### config.mk
export PLATFORM = sky130hd
export DESIGN_NAME = serial_nibble_adder_ctrl
export DESIGN_NICKNAME = d
export VERILOG_FILES = /design/src/rtl/serial_adder_pkg.sv /design/src/rtl/nibble_add_slice.sv /design/src/rtl/serial_nibble_adder_ctrl.sv
export SDC_FILE = /design/constraint.sdc
export NUM_CORES = 1
export LEC_CHECK = 0
export CORE_MARGIN = 2
export CORE_UTILIZATION = 50
export DETAILED_ROUTE_END_ITERATION = 8
export GPL_TIMING_DRIVEN = 0
export PLACE_DENSITY = 0.79
export SETUP_SLACK_MARGIN = 0.3
export SYNTH_ARGS = -nofsm -noshare
export SYNTH_HDL_FRONTEND = slang
export SYNTH_SLANG_ARGS = --single-unit
### constraint.sdc
create_clock -name clk -period 1.9 [get_ports clk]
set_input_delay 0.19 -clock clk [delete_from_list [all_inputs] [get_ports clk]]
set_output_delay 0.19 -clock clk [all_outputs]
set_load 0.02 [all_outputs]
### src/rtl/serial_adder_pkg.sv
// Shared definitions for the serial nibble adder.
//   - NIBBLE_W : width of the shared adder slice
//   - state_e  : sequencer states (IDLE, ADD, DONE)
//   - idx_width: width of the nibble index counter for a given operand size
package serial_adder_pkg;

  localparam int NIBBLE_W = 4;

  typedef enum logic [1:0] {
    ST_IDLE = 2'd0,
    ST_ADD  = 2'd1,
    ST_DONE = 2'd2
  } state_e;

  // $clog2(2) is 1, but guard anyway so a counter never collapses to zero bits.
  function automatic int idx_width(input int nibbles);
    return (nibbles < 2) ? 1 : $clog2(nibbles);
  endfunction

endpackage

### src/rtl/nibble_add_slice.sv
// Purely combinational 4-bit adder slice: {co, s} = a + b + ci.
// Ports:
//   a, b : NIBBLE_W-bit addends
//   ci   : carry in
//   s    : NIBBLE_W-bit sum
//   co   : carry out
module nibble_add_slice
  import serial_adder_pkg::*;
(
  input  logic [NIBBLE_W-1:0] a,
  input  logic [NIBBLE_W-1:0] b,
  input  logic                ci,
  output logic [NIBBLE_W-1:0] s,
  output logic                co
);

  assign {co, s} = {1'b0, a} + {1'b0, b} + {{NIBBLE_W{1'b0}}, ci};

endmodule

### src/rtl/serial_nibble_adder_ctrl.sv
// Serial multi-nibble adder: adds two W-bit operands (W = 4*NIBBLES) one
// nibble per clock, LSB first, through a single shared 4-bit adder slice.
// The inter-nibble carry lives in a register.
// Ports:
//   clk   : clock, rising edge
//   rst   : synchronous reset, active high
//   start : request, accepted whenever busy is low (IDLE or DONE)
//   A, B  : operands, captured on an accepted start
//   Cin   : carry into nibble 0, captured on an accepted start
//   busy  : high while nibbles are being added
//   done  : one-cycle pulse, S/Cout hold the new result
//   S     : sum, held until the next operation completes
//   Cout  : carry out of the top nibble, held like S
module serial_nibble_adder_ctrl
  import serial_adder_pkg::*;
#(
  parameter int NIBBLES = 4
) (
  input  logic                          clk,
  input  logic                          rst,
  input  logic                          start,
  input  logic [NIBBLES*NIBBLE_W-1:0]   A,
  input  logic [NIBBLES*NIBBLE_W-1:0]   B,
  input  logic                          Cin,
  output logic                          busy,
  output logic                          done,
  output logic [NIBBLES*NIBBLE_W-1:0]   S,
  output logic                          Cout
);

  localparam int W     = NIBBLES * NIBBLE_W;
  localparam int IDX_W = idx_width(NIBBLES);
  localparam logic [IDX_W-1:0] LAST_IDX = IDX_W'(NIBBLES - 1);

  state_e             state_q, state_d;
  logic [IDX_W-1:0]   idx_q,   idx_d;
  logic [W-1:0]       a_q,     a_d;
  logic [W-1:0]       b_q,     b_d;
  logic [W-1:0]       sum_q,   sum_d;   // partial sum, fills from the top
  logic               carry_q, carry_d;
  logic [W-1:0]       s_q,     s_d;
  logic               cout_q,  cout_d;
  logic               busy_q,  busy_d;
  logic               done_q,  done_d;

  logic [NIBBLE_W-1:0] slice_s;
  logic                slice_co;

  // The one and only adder: always fed from the low nibble of the shift regs.
  nibble_add_slice u_slice (
    .a  (a_q[NIBBLE_W-1:0]),
    .b  (b_q[NIBBLE_W-1:0]),
    .ci (carry_q),
    .s  (slice_s),
    .co (slice_co)
  );

  always_comb begin
    // NOTE: every signal gets a default before the case so no path leaves a
    // value unassigned, which would otherwise infer a latch.
    state_d = state_q;
    idx_d   = idx_q;
    a_d     = a_q;
    b_d     = b_q;
    sum_d   = sum_q;
    carry_d = carry_q;
    s_d     = s_q;
    cout_d  = cout_q;

    unique case (state_q)
      ST_IDLE, ST_DONE: begin
        // DONE accepts start exactly like IDLE, giving back-to-back operation.
        if (start) begin
          a_d     = A;
          b_d     = B;
          carry_d = Cin;
          sum_d   = '0;
          idx_d   = '0;
          state_d = ST_ADD;
        end else begin
          state_d = ST_IDLE;
        end
      end
      ST_ADD: begin
        a_d     = a_q >> NIBBLE_W;
        b_d     = b_q >> NIBBLE_W;
        carry_d = slice_co;
        sum_d   = {slice_s, sum_q[W-1:NIBBLE_W]};
        idx_d   = idx_q + IDX_W'(1);
        if (idx_q == LAST_IDX) begin
          // sum_d already holds the final nibble in its top position.
          s_d     = sum_d;
          cout_d  = slice_co;
          idx_d   = '0;
          state_d = ST_DONE;
        end
      end
      default: state_d = ST_IDLE;
    endcase

    // Status flags are registered copies of the next state.
    busy_d = (state_d == ST_ADD);
    done_d = (state_d == ST_DONE);
  end

  // NOTE: sequential state uses non-blocking assignments only, so every flop
  // samples the pre-edge values of the others.
  always_ff @(posedge clk) begin
    if (rst) begin
      state_q <= ST_IDLE;
      idx_q   <= '0;
      a_q     <= '0;
      b_q     <= '0;
      sum_q   <= '0;
      carry_q <= 1'b0;
      s_q     <= '0;
      cout_q  <= 1'b0;
      busy_q  <= 1'b0;
      done_q  <= 1'b0;
    end else begin
      state_q <= state_d;
      idx_q   <= idx_d;
      a_q     <= a_d;
      b_q     <= b_d;
      sum_q   <= sum_d;
      carry_q <= carry_d;
      s_q     <= s_d;
      cout_q  <= cout_d;
      busy_q  <= busy_d;
      done_q  <= done_d;
    end
  end

  assign busy = busy_q;
  assign done = done_q;
  assign S    = s_q;
  assign Cout = cout_q;

endmodule

Yosys cells after proc, flatten, opt, wreduce, memory -nomap -nowiden:

Cells that the tools add are included.

* flip-flop bits (word level): 72
* bits in writable memories: 0
* ROM bits: 0
* bits in latches: 0
* output and inout port bits: 19
* logic and storage cells: 38
* bits of input ports: 36
* memories: 0

* equality and inequality tests: 6
* add/sub/neg operators: 3
* $lt $le $gt $ge: 0
* $mul: 0
* multiplexer cells: 14
* reductions and logical operators: 5
* divide/modulo/power cells: 0
* shift operators: 0
* bitwise operators: 0

Operator list (number)
* $pmux W16 S2: 3
* $mux W16: 3
* $pmux W2 S2: 2
* $eq A2 B2 Y1 const B: 3
* $mux W2: 3
* $add A4 B4 Y5: 1
* $add A5 B1 Y5: 1
* $eq A2 B1 Y1 const B: 2
* $reduce_and A2 Y1: 2
* $add A2 B1 Y2 const B: 1
* $logic_not A2 Y1: 1
* $mux W1: 2
* $ne A2 B2 Y1 const B: 1
* $pmux W1 S2: 1
* $reduce_bool A2 Y1: 1
* $reduce_or A2 Y1: 1

Depth between registers and ports, before layout:

* depth after elaboration: 4
* depth in mapped cells: 6
* mapped depth without buffers: 5

Hierarchy:

From an unflattened synthesis, not the netlist that was laid out.

* cell total of the unflattened synthesis: 317
* area, all modules: 2660.1 um2

Modules (own cells, without submodules)
* serial_nibble_adder_ctrl: cells an instance 301, instances 1, sequential area each 1361.3 um2, area an instance 2516.2 um2
* nibble_add_slice: cells an instance 16, instances 1, sequential area each 0.0 um2, area an instance 143.9 um2

Least setup slack after synthesis:

OpenSTA, ideal clock, no wires.

* path kind: register -> register
* from: register a_q[0]
* to: register carry_q
* setup time: 132 ps
* path buffers: 0
* data arrival time: 1584 ps
* data required time: 1768 ps
* clock period less this slack: 1715 ps
* stages on the path, launching flop included: 6
* setup slack: 185 ps
* cells stage by stage: dfxtp_1 > fa_1 > fa_1 > a21o_1 > a21oi_1 > o22ai_1

* word-level cells in the longest chain between the ends: 3

RTL lines
* from (decl): RTL line serial_nibble_adder_ctrl.sv:37 `logic [W-1:0] a_q, a_d;`
* from (signal assigned): RTL line serial_nibble_adder_ctrl.sv:112 `a_q <= '0;`
* from (signal assigned): RTL line serial_nibble_adder_ctrl.sv:123 `a_q <= a_d;`
* $add A4 B4 Y5: RTL line nibble_add_slice.sv:17 `assign {co, s} = {1'b0, a} + {1'b0, b} + {{NIBBLE_W{1'b0}}, ci};`
* $add A5 B1 Y5: RTL line nibble_add_slice.sv:17
* $pmux W1 S2: RTL line serial_nibble_adder_ctrl.sv:70 `unique case (state_q)`
* to (signal assigned): RTL line serial_nibble_adder_ctrl.sv:126 `carry_q <= carry_d;`
* to (decl): RTL line serial_nibble_adder_ctrl.sv:40 `logic carry_q, carry_d;`

No other way between the ends.
A chain may end at the register's enable or synchronous reset.

Worst setup path after layout:

* from: register b_q[0]
* to: register cout_q, in the netlist Cout

* word-level cells in the longest chain between the ends: 2

RTL lines
* from (decl): RTL line serial_nibble_adder_ctrl.sv:38 `logic [W-1:0] b_q, b_d;`
* from (signal assigned): RTL line serial_nibble_adder_ctrl.sv:113 `b_q <= '0;`
* from (signal assigned): RTL line serial_nibble_adder_ctrl.sv:124 `b_q <= b_d;`
* $add A4 B4 Y5: RTL line nibble_add_slice.sv:17
* $add A5 B1 Y5: RTL line nibble_add_slice.sv:17
* to (signal assigned): RTL line serial_nibble_adder_ctrl.sv:128 `cout_q <= cout_d;`
* to (decl): RTL line serial_nibble_adder_ctrl.sv:42 `logic cout_q, cout_d;`

No other way between the ends.

==> results_tabular.tex <==
\begin{tabular}{lr}
\hline
Metric & Value \\
\hline
\multicolumn{2}{l}{\textbf{Critical path}} \\
\quad Largest stage delay on the critical path & between 0.4 and 0.5 ns \\
\quad Worst setup SP type & register \\
\quad Source of the critical timing path & b\_q[0] \\
\quad Worst R2R Path Depth & 5 \\
\quad Worst Path Max Fanout & 2 \\
\quad Data required time at the worst endpoint & approximately 2.1 ns \\
\quad Ordered list of cells on the worst path & fa\_2 -> fa\_2 -> a21o\_1 -> a21oi\_2 -> a211oi\_1 \\
\quad Kind of critical path & register to register \\
\quad Data arrival at the endpoint of the critical path & 1.88 ns \\
\quad Reg2reg start & b\_q[0] \\
\quad Critical Path Most Common Cell & sky130\_fd\_sc\_hd\_\_fa\_2 \\
\quad Minimum setup slack among reg-to-reg paths & 0.22 ns \\
\quad Cell with the largest stage delay on the worst path & sky130\_fd\_sc\_hd\_\_fa\_2 \\
\quad Crit path capture & Cout \\
\quad Reg-to-reg critical path endpoint & Cout \\
\quad Nature of the critical path endpoint & register \\
\multicolumn{2}{l}{\textbf{STA}} \\
\quad Final count of negative-setup-slack endpoints & 0 \\
\quad Final-layout setup total negative slack & 0 ns \\
\quad Tightest Pin Transition & between 0.4 and 0.5 ns \\
\quad Setup ws final & about 0.22 ns \\
\quad Tightest hold margin & roughly 0.32 ns \\
\quad Final min period & 1.68 ns \\
\quad Hold Violations, Final & 0 \\
\quad Max-slew violations & 0 \\
\quad Post-Route Skew & roughly 0.0076 ns \\
\quad Worst slew slack as a fraction of its limit & 67.1\% \\
\quad Achievable Freq & 0.596 GHz \\
\quad Share of the cycle needed by the critical path after routing & between 80 and 90\% \\
\quad Unrepaired setup endpoints after global routing & yes \\
\multicolumn{2}{l}{\textbf{Finish}} \\
\quad Final cell area excluding filler cells & about 3800 um\^{}2 \\
\quad Area growth syn-to-layout & 28.6\% \\
\quad Ant. Diodes & 0 \\
\quad Proportion of layout cells with a drive suffix above 1 & 21.1\% \\
\quad Post-layout net count & between 400 and 500 \\
\multicolumn{2}{l}{\textbf{Route}} \\
\quad DR vias & 2574 \\
\quad DR WL/cell & between 10 and 15 um \\
\quad Number of DRC violations after detailed-routing iteration 0 & 173 \\
\quad Detailed-route vias per instance & between 5 and 6 \\
\quad Number of nets still failing antenna checks after routing & 0 \\
\quad Final routed wirelength across all metal layers & roughly 7000 um \\
\quad DRC violation count after routing & 0 \\
\quad Pre-antenna DRT Iters & 4 \\
\multicolumn{2}{l}{\textbf{Global routing}} \\
\quad Aggregate global-route resource usage & 22.7\% \\
\quad Initial antenna violation count & 0 \\
\quad First-pass GRT wire length & 11300 um \\
\quad Number of global-route vias before repair & roughly 2500 \\
\quad Largest net degree at the start of global routing & 12 \\
\quad Total global routing overflow & 0 \\
\multicolumn{2}{l}{\textbf{Clocking}} \\
\quad Num Clock Sinks & 68 \\
\quad CTS buffer count & 9 \\
\quad Number of buffers on the longest clock path & 2 \\
\quad Root buffer cell & sky130\_fd\_sc\_hd\_\_clkbuf\_8 \\
\quad Clock Pin Slew Worst Setup and Hold Paths & roughly 0.07 ns \\
\quad Clock network latency to the later pin of the worst-skew pair & between 0.3 and 0.4 ns \\
\quad Maximum level of the CTS H-tree & 3 \\
\quad Hold-fix buffer count after cts & 0 \\
\quad CTS tree & built \\
\multicolumn{2}{l}{\textbf{Yosys}} \\
\quad Synthesized instance count & between 300 and 400 \\
\quad Synthesized Nets & approximately 380 \\
\quad Mean Syn Cell Area & approximately 8.8 um\^{}2 \\
\quad Post-synthesis sequential element count & 68 \\
\quad Synth warn & 0 \\
\quad Share of synthesized area occupied by flip-flops and latches & approximately 46\% \\
\quad Cell Area, Synth & just under 3000 um\^{}2 \\
\quad Number of different library cells in the post-synthesis netlist & 34 \\
\multicolumn{2}{l}{\textbf{Die}} \\
\quad Chip height & 81.0 um \\
\quad I/O Pins & between 50 and 60 \\
\quad Die width & 81.0 um \\
\quad Initial core utilization & approximately half \\
\quad Floorplan Core Area & just under 6000 um\^{}2 \\
\quad Floorplan row count & 28 \\
\quad Die area & around 6600 um\^{}2 \\
\multicolumn{2}{l}{\textbf{Power and ir drop}} \\
\quad Seq pwr share & 48.2\% \\
\quad PD cells & roughly 850 nW/um\^{}2 \\
\quad Power dissipated by switching net loads & 0.000842 W \\
\quad Portion of total power attributed to combinational logic & roughly 14\% \\
\quad Lkg Pwr & 1.37 nW \\
\quad IR Drop Worst-Case VDD & $\sim$0.00050 V \\
\quad Clock Power Share & roughly 38\% \\
\quad Internal & 0.00238 W \\
\quad Proportion of total power due to net switching & a little over a quarter \\
\multicolumn{2}{l}{\textbf{Placement}} \\
\quad Post-placement cell area & $\sim$3600 um\^{}2 \\
\quad IO Port Bufs & 53 \\
\quad Routability Congestion & between 0.8 and 0.9 \\
\quad Estimated wirelength of the detail-placed design & just under 5000 um \\
\quad Post-Place Setup Slack & roughly 0.20 ns \\
\multicolumn{2}{l}{\textbf{Run status}} \\
\quad Result of the run & finished clean \\
\multicolumn{2}{l}{\textbf{Flow run}} \\
\quad Maximum capacitance violations & 0 \\
\multicolumn{2}{l}{\textbf{Hold path}} \\
\quad Worst Hold Path Cells & 3 \\
\quad Path class of the lowest-slack min-delay path & input port to register \\
\hline
\end{tabular}
worst max-delay path, delay by kind of cell, from the launching register on:
kind | cells | cell delay, ns
adder cells (fa/ha/maj) | 2 | 0.77
AO/OA/AOI/OAI | 3 | 0.44
flip-flops | 1 | 0.34
cells by family (layout without fill, tap and decap cells):
group,Yosys count,after routing,synth area share (%)
simple gates,162,162,26.2
flops,68,68,45.9
buf+inv,30,100,6.24
xor+xnor,1,1,0.295
fa+ha+maj,6,6,3.04
compound gates,70,70,18.3
flip-flops by register name, indices dropped and copies added, names as in the netlist:
register,cells
Cout,1
S,16
a_q,16
b_q,16
busy,1
carry_q,1
done,1
idx_q,2
state_q,2
sum_q,12
synth_stat cells (all sizes together):
cell,count,area (um^2)
a211oi,2,15.0
a31oi,2,12.5
nand2b,3,21.3
and3b,2,17.5
xnor2,1,8.76
a21oi,36,248
nand3b,1,11.3
a311o,1,10.0
a2111o,1,11.3
and4,1,8.76
inv,1,3.75
nor2,31,116
nor2b,2,12.5
clkbuf,4,15.0
o21a,1,7.51
nand3,22,200
dfxtp,68,1360
a2111oi,1,8.76
nand4,2,12.5
buf,25,166
a311oi,24,216
fa,2,40.0
ha,4,50.1
nand2,96,360
nor4b,1,8.76
and2b,1,7.51
a21o,1,7.51
o22ai,1,6.26
through the flow:
stage / power [W] / cells / utilization [%]
after floorplan: 0.00187 / 337 / -
after detailed placement: 0.00204 / 465 / 61.9
after global placement: 0.00203 / 465 / 61.9
after global routing: 0.00337 / 482 / 65.6
after CTS: 0.00324 / 481 / 65.4
final: 0.00323 / 482 / 65.6
repair_timing:
item | 4_1_cts | 5_1_grt
endpoints found under the setup margin | 3 | 13
buffers inserted | 0 | 1
pin swaps | 6 | 4
gates resized for setup | 1 | 3
power groups by stage:
stage / clock network [W] / registers [W] / logic (W)
3_3_place_gp: 0 / 0.00158 / 0.000442
2_1_floorplan: 0 / 0.00157 / 0.000295
4_1_cts: 0.00123 / 0.00155 / 0.000457
3_5_place_dp: 0 / 0.00159 / 0.000454
6_report: 0.00121 / 0.00156 / 0.000459
5_1_grt: 0.00130 / 0.00156 / 0.000505
worst min-delay path by stage:
stage                     slack [ns]  endpoint   from
after floorplan                 0.33   a_q[12]  A[12]
after global placement          0.44      S[4]   S[4]
after detailed placement        0.45      S[3]   S[3]
after CTS                       0.31     S[15]    rst
after global routing            0.36     S[15]    rst
final                           0.32     S[15]    rst
per-layer routing:
layer  global-route usage (%)  vias up  part of all wire [%]
li1                         -     1294                     -
met1                     27.0     1175                    45
met2                     38.3       87                    47
met3                     5.78       18                   5.7
met4                     10.5        0                   2.6
met5                        0        -                     0
cell type report:
type,instances,area (um^2)
multi-input cells,239,1430
clock inverters,4,47.5
flip-flops and latches,68,1360
inverters,1,3.75
repair buffers,54,538
fillers,535,2000
plain buffers,29,183
clock buffers,12,155
well taps,75,93.8
cell usage in the layout (no fill, tap or decap), types with 2 or more instances in the layout:
master,n
sky130_fd_sc_hd__a31oi_1,2
sky130_fd_sc_hd__clkinv_2,2
sky130_fd_sc_hd__a211oi_1,2
sky130_fd_sc_hd__nand3_1,4
sky130_fd_sc_hd__dfxtp_1,66
sky130_fd_sc_hd__a311oi_1,23
sky130_fd_sc_hd__dfxtp_2,2
sky130_fd_sc_hd__clkbuf_8,11
sky130_fd_sc_hd__ha_1,4
sky130_fd_sc_hd__buf_4,10
sky130_fd_sc_hd__and3b_1,2
sky130_fd_sc_hd__a21oi_2,19
sky130_fd_sc_hd__nand4_1,2
sky130_fd_sc_hd__clkdlybuf4s50_1,53
sky130_fd_sc_hd__nand2b_1,2
sky130_fd_sc_hd__nand3_2,18
sky130_fd_sc_hd__fa_2,2
sky130_fd_sc_hd__a21oi_1,17
sky130_fd_sc_hd__buf_6,3
sky130_fd_sc_hd__nand2_1,96
sky130_fd_sc_hd__nor2_1,31
sky130_fd_sc_hd__clkbuf_1,4
sky130_fd_sc_hd__buf_2,13
sky130_fd_sc_hd__nor2b_1,2
No activity file was read; power rests on OpenSTA's default activity.
